--- src/rtl/branch_pkg.sv ---
// Shared types and constants for the execute-stage branch resolution logic.
// Holds the FSM state enum, the per-instruction prediction metadata and a squash helper.
package branch_pkg;

    typedef enum logic {
        RUN   = 1'b0,
        FLUSH = 1'b1
    } state_t;

    localparam logic [31:0] PC_INC               = 32'd4;
    localparam int          DEFAULT_FLUSH_CYCLES = 2;
    localparam int          DEFAULT_CNT_W        = 16;

    typedef struct packed {
        logic        valid;
        logic [31:0] pc;
        logic        hit;
        logic [31:0] pred_target;
    } meta_t;

    // A stage captured while the pipe is being flushed must not carry a live instruction.
    function automatic meta_t gate_valid(meta_t m, logic kill);
        meta_t r;
        r       = m;
        r.valid = m.valid & ~kill;
        return r;
    endfunction

endpackage

--- src/rtl/branch_meta_pipe.sv ---
// Stall/flush-aware shift register carrying BTB prediction metadata from fetch to execute.
// STAGES sets the depth so the same block serves a deeper front end.
module branch_meta_pipe
    import branch_pkg::*;
#(
    parameter int STAGES = 2
) (
    input  logic  clk,
    input  logic  rstn,
    input  logic  stall,
    input  logic  flush,
    input  meta_t fetch_meta,
    output meta_t ex_meta
);

    meta_t [STAGES-1:0] stage;

    always_ff @(posedge clk or negedge rstn) begin
        if (!rstn) begin
            stage <= '0;
        end else if (!stall) begin
            stage[0] <= gate_valid(fetch_meta, flush);
            for (int i = 1; i < STAGES; i++) begin
                stage[i] <= gate_valid(stage[i-1], flush);
            end
        end
    end

    assign ex_meta = stage[STAGES-1];

endmodule

--- src/rtl/branch_resolve_unit.sv ---
// Compares each branch's fetch-time prediction with its resolved outcome in EX and
// produces the PC redirect, the pipeline flush, the BTB update and performance counters.
module branch_resolve_unit
    import branch_pkg::*;
#(
    parameter int FLUSH_CYCLES = DEFAULT_FLUSH_CYCLES,
    parameter int CNT_W        = DEFAULT_CNT_W
) (
    input  logic             clk,
    input  logic             rstn,
    input  logic             stall,
    input  logic             if_valid,
    input  logic [31:0]      if_pc,
    input  logic             if_hit,
    input  logic [31:0]      if_pred_target,
    input  logic             ex_is_branch,
    input  logic             ex_taken,
    input  logic [31:0]      ex_imm,
    output logic             flush,
    output logic             redirect_valid,
    output logic [31:0]      redirect_pc,
    output logic             btb_wr_en,
    output logic [31:0]      btb_wr_pc,
    output logic [31:0]      btb_wr_imm,
    output logic [CNT_W-1:0] branch_cnt,
    output logic [CNT_W-1:0] mispredict_cnt
);

    localparam int              FC_W    = (FLUSH_CYCLES > 1) ? $clog2(FLUSH_CYCLES) : 1;
    localparam logic [FC_W-1:0] FC_LOAD = FC_W'(FLUSH_CYCLES - 1);

    state_t          state, state_next;
    logic [FC_W-1:0] flush_cnt, flush_cnt_next;
    meta_t           fetch_meta, ex_meta;
    logic [31:0]     taken_target, correct_target;
    logic            target_mismatch, resolve, mispredict, btb_write;

    assign fetch_meta = '{valid: if_valid, pc: if_pc, hit: if_hit, pred_target: if_pred_target};

    branch_meta_pipe #(
        .STAGES(2)
    ) u_meta_pipe (
        .clk       (clk),
        .rstn      (rstn),
        .stall     (stall),
        .flush     (flush),
        .fetch_meta(fetch_meta),
        .ex_meta   (ex_meta)
    );

    // A mispredict is either a wrong direction or a taken hit whose cached target went stale.
    assign taken_target    = ex_meta.pc + ex_imm;
    assign correct_target  = ex_taken ? taken_target : ex_meta.pc + PC_INC;
    assign target_mismatch = ex_meta.pred_target != taken_target;
    assign resolve         = (state == RUN) && !stall && ex_meta.valid && ex_is_branch;
    assign mispredict      = (ex_taken != ex_meta.hit) || (ex_taken && ex_meta.hit && target_mismatch);
    assign btb_write       = ex_taken && (!ex_meta.hit || target_mismatch);

    always_ff @(posedge clk or negedge rstn) begin
        if (!rstn) begin
            state     <= RUN;
            flush_cnt <= '0;
        end else begin
            state     <= state_next;
            flush_cnt <= flush_cnt_next;
        end
    end

    always_comb begin
        state_next     = state;
        flush_cnt_next = flush_cnt;
        case (state)
            RUN: begin
                if (resolve && mispredict) begin
                    state_next     = FLUSH;
                    flush_cnt_next = FC_LOAD;
                end
            end
            FLUSH: begin
                if (!stall) begin
                    if (flush_cnt == '0) begin
                        state_next = RUN;
                    end else begin
                        flush_cnt_next = flush_cnt - FC_W'(1);
                    end
                end
            end
            default: state_next = RUN;
        endcase
    end

    assign flush = (state == FLUSH);

    // Redirect and BTB strobes are rebuilt every cycle, so they can only ever pulse once.
    always_ff @(posedge clk or negedge rstn) begin
        if (!rstn) begin
            redirect_valid <= 1'b0;
            redirect_pc    <= '0;
            btb_wr_en      <= 1'b0;
            btb_wr_pc      <= '0;
            btb_wr_imm     <= '0;
            branch_cnt     <= '0;
            mispredict_cnt <= '0;
        end else begin
            redirect_valid <= resolve && mispredict;
            btb_wr_en      <= resolve && btb_write;
            if (resolve && mispredict) begin
                redirect_pc <= correct_target;
            end
            if (resolve && btb_write) begin
                btb_wr_pc  <= ex_meta.pc;
                btb_wr_imm <= ex_imm;
            end
            if (resolve && (branch_cnt != '1)) begin
                branch_cnt <= branch_cnt + CNT_W'(1);
            end
            if (resolve && mispredict && (mispredict_cnt != '1)) begin
                mispredict_cnt <= mispredict_cnt + CNT_W'(1);
            end
        end
    end

endmodule
--- config.mk ---
export PLATFORM = sky130hd
export DESIGN_NAME = branch_resolve_unit
export DESIGN_NICKNAME = d
export VERILOG_FILES = /design/src/rtl/branch_pkg.sv /design/src/rtl/branch_meta_pipe.sv /design/src/rtl/branch_resolve_unit.sv
export SDC_FILE = /design/constraint.sdc
export NUM_CORES = 1
export LEC_CHECK = 0
export BUFFER_PORTS_ARGS = -buffer_cell sky130_fd_sc_hd__buf_2
export CORE_MARGIN = 2
export CORE_UTILIZATION = 55
export DETAILED_ROUTE_END_ITERATION = 12
export PLACE_DENSITY = 0.76
export SETUP_SLACK_MARGIN = 0.3
export SYNTH_ARGS = -nofsm -noshare
export SYNTH_HDL_FRONTEND = slang
export SYNTH_HIERARCHICAL = 1
export SYNTH_SLANG_ARGS = --single-unit
--- constraint.sdc ---
create_clock -name clk -period 10 [get_ports clk]
set_input_delay 2 -clock clk [delete_from_list [all_inputs] [get_ports clk]]
set_output_delay 2 -clock clk [all_outputs]
set_load 0.005 [all_outputs]
# Word-level counts from Yosys, hierarchy flattened
# Cells that the tools add are included.
# op_classes
addsub	5
eq_ne	6
n_mux	9
bitwise	3
reduce_logical	15
# op_table
op	count
$add A16 B1 Y16 const B	2
$add A32 B3 Y32 const B	1
$add A32 B32 Y32	1
$mux W32	1
$ne A16 B16 Y1 const B	2
$ne A32 B32 Y1	1
$logic_and A1 B1 Y1	10
$mux W1	6
$pmux W1 S2	2
$and A1 B1 Y1	2
$logic_not A1 Y1	2
$logic_or A1 B1 Y1	2
$ne A2 B1 Y1 const B	1
$ne A2 B2 Y1 const B	1
$reduce_and A2 Y1	1
$ne A1 B1 Y1	1
$not A1 Y1	1
$sub A1 B1 Y1 const B	1
# totals
reg_bits	264
inputBits	103
out_inout_bits	131

# Longest topological paths before layout
# Gate-level depths: netlist of the first run.
# depth
ltp_word	7
ltp_mapped	15
depth_no_buf	13

# By module
# Netlist of the first run, hierarchy kept.
# modules_own_cells
module	instances	cells_each	area_each_um2	seq_area_each_um2
branch_resolve_unit	1	932	9203.8	3303.2
branch_meta_pipe	1	348	5625.4	3303.2

# Worst setup path after synthesis of the first run
# OpenSTA, ideal clock, no wires.
# synth_path
path_kind	input to register
startpoint	input ex_imm[0]
endpoint	register btb_wr_imm[0]
setup_time_ps	125
arrival_ps	5095
required_time_ps	9875
path_slack_ps	4780
stages	14
path_buffers	2
path_cell_list	ha_1 > fa_1 > a21o_1 > a221o_1 > nand3_1 > o211ai_2 > a21o_1 > xor3_1 > a2111o_1 > nor4_4 > a21oi_2 > buf_6 > buf_6 > mux2_4
# synth_between
elab_chain_cells	5
# synth_lines
element	line_no	text
from (decl)	branch_resolve_unit.sv:18	input logic [31:0] ex_imm,
$add A32 B32 Y32	branch_resolve_unit.sv:52	assign taken_target = ex_meta.pc + ex_imm;
$ne A32 B32 Y1	branch_resolve_unit.sv:54	assign target_mismatch = ex_meta.pred_target != taken_target;
$logic_or A1 B1 Y1	branch_resolve_unit.sv:57	assign btb_write = ex_taken && (!ex_meta.hit || target_mismatch);
$logic_and A1 B1 Y1	branch_resolve_unit.sv:57	
$logic_and A1 B1 Y1	branch_resolve_unit.sv:110	if (resolve && btb_write) begin
to (signal assigned)	branch_resolve_unit.sv:112	btb_wr_imm <= ex_imm;
to (decl)	branch_resolve_unit.sv:24	output logic [31:0] btb_wr_imm,
# Several ways; a longest one is shown, not always the timed one.
# A chain may end at the register's enable or synchronous reset.

# Final worst setup path of the first run
# layout_path
startpoint	input ex_imm[0]
endpoint	register mispredict_cnt[1]
# layout_between
elab_chain_cells	6
# layout_lines
element	line_no	text
$add A32 B32 Y32	branch_resolve_unit.sv:52	
$ne A32 B32 Y1	branch_resolve_unit.sv:54	
$logic_and A1 B1 Y1	branch_resolve_unit.sv:56	assign mispredict = (ex_taken != ex_meta.hit) || (ex_taken && ex_meta.hit && target_mismatch);
$logic_or A1 B1 Y1	branch_resolve_unit.sv:56	
$logic_and A1 B1 Y1 (2 in a row)	branch_resolve_unit.sv:117	if (resolve && mispredict && (mispredict_cnt != '1)) begin
to (signal assigned)	branch_resolve_unit.sv:118	mispredict_cnt <= mispredict_cnt + CNT_W'(1);
to (decl)	branch_resolve_unit.sv:26	output logic [CNT_W-1:0] mispredict_cnt
# Every way passes these cells.

==> results of run 1 <==
## critical path: cells and delay by family
| family | cells | cell delay, ps |
|---|---|---|
| adders and majority gates | 2 | 630 |
| and+or+nand+nor | 5 | 1170 |
| muxes | 1 | 300 |
| buffers and inverters | 2 | 750 |
| xor gates and xnor gates | 1 | 320 |
| AOI/OAI and AO/OA | 4 | 1160 |
## flip-flops by register name, indices dropped and copies added (netlist names), 16 cells and up
register	count
u_meta_pipe/stage	66
btb_wr_pc	32
redirect_pc	32
u_meta_pipe/ex_meta	66
mispredict_cnt	16
branch_cnt	16
btb_wr_imm	32
## layout by cell type (no fill, tap or decap), types with 11 or more instances in the layout
| cell | instances |
|---|---|
| a21oi_1 | 63 |
| xnor2_1 | 66 |
| clkbuf_16 | 29 |
| nor2b_1 | 11 |
| ha_1 | 35 |
| xor2_1 | 35 |
| mux2_2 | 100 |
| nand4_1 | 23 |
| buf_2 | 231 |
| mux2_1 | 11 |
| mux2_4 | 105 |
| nand3_1 | 27 |
| nand2_1 | 93 |
| nor2_1 | 77 |
| nand2b_1 | 18 |
| dfrtp_1 | 264 |
| o21ai_0 | 40 |
| and3_1 | 19 |
## cell type report
cell class | instances | area share
Antenna cell | 1 | 0.000150
Clock buffer | 42 | 0.0518
Clock inverter | 10 | 0.00923
Inverter | 10 | 0.00225
Multi-Input combinational cell | 883 | 0.440
Sequential cell | 264 | 0.396
Tap cell | 341 | 0.0256
Timing Repair Buffer | 241 | 0.0745
## logic make-up after synthesis
kind of cell | share of synthesized area
DFF | 0.445
adders and majority gates | 0.0309
muxes | 0.196
buffers and inverters | 0.0597
xor gates and xnor gates | 0.0752
and+or+nand+nor | 0.109
AOI/OAI and AO/OA | 0.0838
## power by group
part           internal [uW]  leakage, uW  switching [uW]
Clock                    698     0.000507             419
Sequential              1340      0.00320             210
Combinational            644      0.00406             551
Total                   2690      0.00776            1180
## worst max-delay path by stage
stage,start,to,slack [ps],cells after the start
floorplan,ex_imm[0],btb_wr_imm[0],4780,14
global placement,ex_imm[0],mispredict_cnt[1],3600,15
detailed placement,ex_imm[0],mispredict_cnt[14],3560,15
CTS,ex_imm[0],mispredict_cnt[1],4080,15
global route,ex_imm[0],mispredict_cnt[14],3910,15
finish,ex_imm[0],mispredict_cnt[1],4040,15
## per-layer routing
layer / global-route usage / vias to the layer above / routed length [um]
met2: 0.393 / 296 / 16000
met3: 0.0362 / 57 / 1790
li1: - / 4787 / -
met5: 0 / - / 13
met1: 0.347 / 4898 / 16100
met4: 0.0626 / 2 / 746
## metrics by stage
step / cell area (sq um) / hold slack [ps] / setup slack (ps)
after floorplan: 14800 / 444 / 4780
after global placement: 15700 / 453 / 3600
after detailed placement: 15700 / 468 / 3560
after CTS: 16700 / 481 / 4080
after global routing: 16700 / 505 / 3910
final: 16700 / 477 / 4040
==> metrics, run 1 <==
status=complete, no violations; main flop type after synthesis=dfrtp_1; Leakage=0.00776 uW; peak supply drop=around 0.00017 V; number of synthesized flops with an enable pin=0; WS Path Type=input port to flip-flop; initial antenna violation count=2; clock latency at the later pin of the worst-skew pair=540 ps; most frequent cell after synthesis=dfrtp_1; critical path data arrival time=around 6400 ps; max-cap viol count=0; Max Slew Vio Count=0; post-synth top area share=0.445; Netlist cell types=78; CTS resizes=0; Final period util=0.596; max incr delay on CP=630 ps; Crit path required time=10,420 ps; Avg Inst Size Synth=roughly 12 sq um; r2r setup slk=5190 ps; Final Hold Fails=0; RSZ-0062 raised after global routing=no; Total GRT Usage=0.244; sink of the worst hold path=flush_cnt; Mapped Cells=1,280; relative slew slack=0.334; CP max-delay cell=buf_4; global route overflow=0; CTS tree=yes; Hold Path Class=flip-flop to flip-flop; setup total negative slack=0 ps; vias in the first global route=10,100; FF-to-FF path depth=14; Reg clk slew, reported paths=approximately 60 ps; area leader, netlist=dfrtp_1; CTS H-Tree Depth=1; DR vias/cell=approximately 5.6; first-pass GRT wire length=55,100 um; clock skew=11.6 ps; Ys Warns=6; most frequent cells after synthesis=264 x dfrtp_1, 105 x mux2_4, 100 x mux2_2; Ports=roughly 230; Detailed Route Iter0 Violations=614; multi-input logic area=7350 sq um; CTS Hold Buffers Added=0; postcts setup bufs=0; Power Total=3870 uW; slew at the pin closest to its max-slew limit=999 ps; input/output buffers=233; Core Util, Final=0.624; Final ANT Viol Nets=0; WL/cell=19.3 um; Core Footprint=26,700 sq um; row count=60; Power Density=approximately 230 nW/um^2; CP endpoint kind=flip-flop; Synth Cell Area=around 15,000 sq um; GPL Wtd Cong=about 0.94; Die W=168 um; CP Launch Type=input port; Fmax achieved=168 MHz; die area=28,300 sq um; largest cells by area after synthesis=dfrtp_1 45%, mux2_4 11%, mux2_2 7.6%; clock buffer count from CTS=28; Storage cell area=around 6600 sq um; RR Endpoint=mispredict_cnt[1]; Nets=between 1,500 and 2,000; register area share after synthesis=0.445; WHS Path Cells=1; critical path fanouts, max=54; die height=between 150 and 200 um; largest net degree at the start of global routing=134; non-filler cells, final=1,792; Synthesized Nets=1,419; minimum clock period=5960 ps; HP Start=flush_cnt; share of layout cells above drive strength 1=0.354; Post-DP HPWL=approximately 25,000 um; setup violators final=0; drc violations=0; Bufs on Longest Clock Path=3; Detailed Route WL=34,600 um; reg2reg start=u_meta_pipe/ex_meta[33]; Initial Utilization=0.555; register bit total from synthesis=264; Root Driver=clkbuf_16; TritonRoute pass-1 iters=5; routed via count=10,000; Critical Path, Cell by Cell=buf_2, ha_1, fa_1, a21o_1, a221o_1, nand2_1, a21oi_1, nor2_1, xor3_1, nand4_1, nor4_2, a21oi_4, buf_4, nand2b_1, mux2_2; Post-synth ARST share=1.00; clock sink count=264; fill cell count=~2,100; Post-Place Cells=around 1,700; area grow syn2layout=12.5%
No activity file was read; power rests on OpenSTA's default activity.
==> run 2, diff against run 1 <==
Clock period 10 ns to 5.9 ns, I/O delays scaled along.
==> run 2 against run 1 <==
Effect of this change: clock skew up 4.7 ps; worst setup slack got worse by 3000 ps; critical path depth is 1 lower; sequential cell count stayed put; clock power grew 50%; critical path type unchanged.
==> metrics, run 2 (same netlist as run 1, synthesis figures left out) <==
# diodes=0 (was 1); Final period util=0.819; clock sink count=264 (unchanged); minimum clock period=4830 ps; routed via count=10,100 (was 10,000); Bufs on Longest Clock Path=3 (unchanged); Design Area, Final=16,600 sq um (was 16,700 sq um); Final ANT Viol Nets=0 (unchanged); Initial Utilization=0.555 (unchanged); CTS resizes=0 (unchanged); Storage cell area=6610 sq um (unchanged); hold slack=481 ps (was 477 ps); TritonRoute pass-1 iters=5 (unchanged); DR vias/cell=5.66 (was 5.60); Reg clk slew, reported paths=60 ps (about the same); clock latency at the later pin of the worst-skew pair=550 ps (was 540 ps); Detailed Route Iter0 Violations=912 (was 614); Detailed Route WL=34,300 um (was 34,600 um); postcts setup bufs=0 (unchanged); clock skew=16.3 ps (was 11.6 ps); Core Util, Final=0.621 (was 0.624); Place WS=552 ps (was 3560 ps); FF-to-FF path depth=13 (was 14); Worst Slack Setup Final=1070 ps (was 4040 ps); Leakage=0.00771 uW (was 0.00776 uW); Ports=234 (unchanged); global route overflow=0 (unchanged); Hold Path Class=flip-flop to flip-flop (unchanged); CTS tree=yes (unchanged); reg2reg start=u_meta_pipe/ex_meta[33] (unchanged); HP Start=redirect_pc[21] (was flush_cnt); critical path fanouts, max=65 (was 54); setup violators final=0 (unchanged); RR Endpoint=btb_wr_imm[9] (was mispredict_cnt[1]); GPL Wtd Cong=0.932 (was 0.944); die height=168 um (unchanged); row count=60 (unchanged); most common cell after layout, fill and taps aside=dfrtp_1 (unchanged); sink of the worst hold path=redirect_pc[21] (was flush_cnt); CTS Hold Buffers Added=0 (unchanged); Power Density=383 nW/um^2 (was 232 nW/um^2); multi-input logic area=7350 sq um (unchanged); relative slew slack=0.357 (was 0.334); slew at the pin closest to its max-slew limit=964 ps (was 999 ps); critical path data arrival time=5260 ps (was 6380 ps); die area=28,300 sq um (unchanged); Post-DP HPWL=25,000 um (was 24,800 um); CP endpoint kind=flip-flop (unchanged); max-cap viol count=0 (unchanged); Nets=1,566 (was 1,567); area grow syn2layout=11.8% (was 12.5%); initial antenna violation count=1 (was 2); WS Path Type=input port to flip-flop (unchanged); WL/cell=19.2 um (was 19.3 um); drc violations=0 (unchanged); Die W=168 um (unchanged); clock buffer count from CTS=27 (was 28); vias in the first global route=10,100 (about the same); Root Driver=clkbuf_16 (unchanged); input/output buffers=233 (unchanged); WHS Path Cells=1 (unchanged); status=complete, no violations (unchanged); share of layout cells above drive strength 1=0.352 (was 0.354); setup total negative slack=0 ps (unchanged); Fmax achieved=207 MHz; peak supply drop=0.000271 V (was 0.000167 V); RSZ-0062 raised after global routing=no (unchanged); CP Launch Type=input port (unchanged); placed inst area=15,700 sq um (about the same); Final Hold Fails=0 (unchanged); Max Slew Vio Count=0 (unchanged); largest net degree at the start of global routing=124 (was 134); Core Footprint=26,700 sq um (unchanged); r2r setup slk=1370 ps (was 5190 ps); Crit path required time=6330 ps (was 10,420 ps); first-pass GRT wire length=54,700 um (was 55,100 um); Total GRT Usage=0.241 (was 0.244); fill cell count=2,194 (was 2,124); commonest cells after routing, fill and taps aside=264 x dfrtp_1, 231 x buf_2, 105 x mux2_4 (unchanged); CTS H-Tree Depth=1 (unchanged)
## run 2: layout make-up
class / instances / area share
tap: 341 / 0.0257
timing repair buffer: 241 / 0.0772
clock buffer: 43 / 0.0504
multi-input combinational: 883 / 0.443
inverter: 10 / 0.00226
sequential: 264 / 0.398
clock inverter: 7 / 0.00324
## run 2: power breakdown
part	switching [uW]	total, uW	internal, uW
registers	352	2630	2280
logic	942	2040	1100
clock network	707	1680	974
## run 2: worst max-delay path, cell delays in order
cell	delay, ps
buf_2	110
ha_1	230
fa_1	420
a21o_1	210
a221o_1	410
nand2_1	120
a21oi_1	160
nor2_1	540
xor3_1	260
nand4_1	230
nor4b_1	580
a21oi_4	120
buf_12	250
mux2_4	360
## run 2: how the worst max path moves through the flow
stage	start	endpoint	slack (ps)	cells after the start
after detailed placement	ex_imm[0]	btb_wr_pc[20]	550	14
final	ex_imm[0]	btb_wr_imm[9]	1070	14
after global routing	ex_imm[0]	btb_wr_imm[5]	900	14
after floorplan	ex_imm[0]	btb_wr_imm[0]	1500	14
after global placement	ex_imm[0]	btb_wr_imm[10]	630	14
after CTS	ex_imm[0]	btb_wr_pc[18]	1140	14
## run 2: layer usage
| metal | wire (um) | vias to the layer above | track usage | part of all wire |
|---|---|---|---|---|
| met5 | 13 | - | 0 | 0.00038 |
| met4 | 813 | 2 | 0.0648 | 0.024 |
| met3 | 1910 | 56 | 0.0416 | 0.056 |
| met2 | 15700 | 291 | 0.387 | 0.46 |
| met1 | 15900 | 5004 | 0.338 | 0.46 |
| li1 | - | 4768 | - | - |
## run 2: through the flow
step / std cells / total power [uW]
floorplan: 1280 / 3990
detailed placement: 1739 / 4680
global route: 1789 / 6720
global placement: 1739 / 4630
finish: 1789 / 6350
CTS: 1789 / 6410
==> run 3, diff against run 2 <==
Settings changed: ABC_AREA set to 1.
Clock period 5.9 ns to 4.72 ns, I/O delays scaled along.
==> run 3 against run 2 <==
Effect of this change: cell area up 1.4%; clock skew shrank 7.0 ps; sequential cell count unchanged; clock-buffer cell count decreased by 5.
==> metrics, run 3 <==
setup total negative slack=0 ps (unchanged); initial antenna violation count=5 (was 1); clock latency at the later pin of the worst-skew pair=530 ps (was 550 ps); input/output buffers=233 (unchanged); clock sink count=264 (unchanged); CP Launch Type=input port (unchanged); Die W=170 um (was 168 um); CTS resizes=0 (unchanged); RSZ-0062 raised after global routing=no (unchanged); TritonRoute pass-1 iters=5 (unchanged); WL/cell=15.7 um (was 19.2 um); non-filler cells, final=2,548 (was 1,789); Post-synth ARST share=1.00 (unchanged); global route overflow=0 (unchanged); first-pass GRT wire length=64,700 um (was 54,700 um); post-synth top area share=0.438 (was 0.445); Synthesized Nets=2,182 (was 1,419); Post-DP HPWL=29,900 um (was 25,000 um); Final ANT Viol Nets=0 (unchanged); Mapped Cells=2,043 (was 1,280); register bit total from synthesis=264 (unchanged); die area=28,800 sq um (was 28,300 sq um); Leakage=0.00954 uW (was 0.00771 uW); share of layout cells above drive strength 1=0.141 (was 0.352); peak supply drop=0.000258 V (was 0.000271 V); Synth Cell Area=15,100 sq um (was 14,800 sq um); commonest cells after routing, fill and taps aside=742 x nand2_1, 307 x inv_1, 264 x dfrtp_1 (was 264 x dfrtp_1, 231 x buf_2, 105 x mux2_4); postcts setup bufs=0 (unchanged); drc violations=0 (unchanged); clock buffer count from CTS=27 (unchanged); register area share after synthesis=0.438 (was 0.445); number of synthesized flops with an enable pin=0 (unchanged); clock skew=9.35 ps (was 16.3 ps); Ys Warns=6 (unchanged); CTS H-Tree Depth=1 (unchanged); CP endpoint kind=flip-flop (unchanged); minimum clock period=3890 ps; most frequent cell after synthesis=nand2_1 (was dfrtp_1); critical path data arrival time=4350 ps (was 5260 ps); Final period util=0.823; relative slew slack=0.288 (was 0.357); Fmax achieved=257 MHz; Crit path required time=5180 ps (was 6330 ps); Max Slew Vio Count=0 (unchanged); Nets=2,329 (was 1,566); setup violators final=0 (unchanged); Detailed Route WL=40,000 um (was 34,300 um); routed via count=13,100 (was 10,100); largest cells by area after synthesis=dfrtp_1 44%, nand2_1 18%, inv_1 7.6% (was dfrtp_1 45%, mux2_4 11%, mux2_2 7.6%); Core Footprint=27,000 sq um (was 26,700 sq um); Hold Path Class=input port to asynchronous set/reset pin (was flip-flop to flip-flop); fill cell count=2,522 (was 2,194); max-cap viol count=0 (unchanged); most common cell after layout, fill and taps aside=nand2_1 (was dfrtp_1); Bufs on Longest Clock Path=3 (unchanged); Reg clk slew, reported paths=60 ps (about the same); multi-input logic area=6420 sq um (was 7350 sq um); WS Path Type=input port to flip-flop (unchanged); Storage cell area=6610 sq um (unchanged); Power Density=434 nW/um^2 (was 383 nW/um^2); Ports=234 (unchanged); critical path fanouts, max=20 (was 65); Root Driver=clkbuf_16 (unchanged); vias in the first global route=12,300 (was 10,100); Detailed Route Iter0 Violations=1,121 (was 912); Initial Utilization=0.560 (was 0.555); row count=60 (unchanged); Post-Place Cells=2,502 (was 1,739); CTS tree=yes (unchanged); Netlist cell types=38 (was 78); most frequent cells after synthesis=742 x nand2_1, 307 x inv_1, 264 x dfrtp_1 (was 264 x dfrtp_1, 105 x mux2_4, 100 x mux2_2); Final Hold Fails=0 (unchanged); CTS Hold Buffers Added=0 (unchanged); die height=170 um (was 168 um); GPL Wtd Cong=0.976 (was 0.932); largest net degree at the start of global routing=96 (was 124); Avg Inst Size Synth=7.39 sq um (was 11.6 sq um); slew at the pin closest to its max-slew limit=1070 ps (was 964 ps); DR vias/cell=5.14 (was 5.66); area grow syn2layout=11.5% (was 11.8%); area leader, netlist=dfrtp_1 (unchanged); main flop type after synthesis=dfrtp_1 (unchanged); Total GRT Usage=0.282 (was 0.241); status=complete, no violations (unchanged)
==> run 3: cell count changes after synthesis, sizes merged, moves of 42 or more <==
cell   before  now
a21oi      69   23
xnor2      66   24
mux2      216    1
o21ai      48  191
nand2      93  746
inv        10  317
nand3      27  101
==> run 3: path summary, 6_finish.rpt <==
check	from	endpoint	slack [ps]	depth (start not counted)
setup reg to reg	u_meta_pipe/ex_meta[56]	redirect_pc[30]	890	20
min in group clk	u_meta_pipe/stage[65]	u_meta_pipe/ex_meta[65]	470	2
max in group asynchronous	rstn	u_meta_pipe/ex_meta[53]	3350	2
setup / recovery	ex_imm[0]	redirect_pc[30]	830	21
hold reg to reg	u_meta_pipe/stage[65]	u_meta_pipe/ex_meta[65]	470	2
hold / removal	rstn	u_meta_pipe/stage[44]	380	1
==> run 3: worst max-delay path, cell delays in order <==
cell and delay [ps]:
buf_2 120, ha_1 240, fa_1 450, nand3_1 100
nand3_1 130, nand2_1 90, nand2_1 110, xor2_1 340
nand2_1 90, nand2_1 80, nand3_1 60, nor2_1 90
nand2_1 50, nor2_1 190, nand3_1 130, nand2_1 90
nand2_2 250, nand2_4 320, buf_4 280, nand2_1 80
o21ai_1 90
==> run 3: metal layers <==
| layer | part of all wire | vias up | global-route usage |
|---|---|---|---|
| li1 | - | 6536 | - |
| met1 | 0.47 | 6029 | 0.421 |
| met2 | 0.43 | 447 | 0.429 |
| met3 | 0.072 | 68 | 0.0420 |
| met4 | 0.024 | 4 | 0.0792 |
| met5 | 0.00060 | - | 0 |
==> run 3: where the power goes <==
group	switching, uW	leakage, uW	internal [uW]	total (uW)
Clock	848	0.000424	1270	2110
Sequential	400	0.00333	2790	3190
Combinational	1160	0.00578	832	1990
Total	2410	0.00954	4880	7290
==> run 3: final cells by class <==
| type | instances | share of cell area |
|---|---|---|
| clock inverter | 6 | 0.00625 |
| tap | 341 | 0.0254 |
| clock buffer | 38 | 0.0450 |
| multi-input combinational | 1334 | 0.382 |
| sequential | 264 | 0.393 |
| timing repair buffer | 243 | 0.0770 |
| inverter | 320 | 0.0714 |
| antenna | 2 | 0.000298 |
==> run 3: cells by family (layout without fill, tap and decap cells) <==
kind of cell,after synthesis,after routing,synth area share
simple gates,1000,1000,0.272
buf+inv,445,607,0.137
flops,264,264,0.438
compound gates,218,218,0.0728
xor+xnor,74,74,0.0467
fa+ha+maj,36,36,0.0303
mux,6,6,0.00406
other cells,0,2,0
==> run 3: metrics by stage <==
stage	util	power, uW	hold WS, ps	worst slack [ps]	cell area [sq um]
4_1_cts	0.624	7330	422	865	16800
6_report	0.624	7290	385	834	16800
3_3_place_gp	0.592	5130	452	318	16000
2_1_floorplan	-	4370	442	1430	15100
5_1_grt	0.624	7770	432	415	16800
3_5_place_dp	0.592	5190	460	306	16000
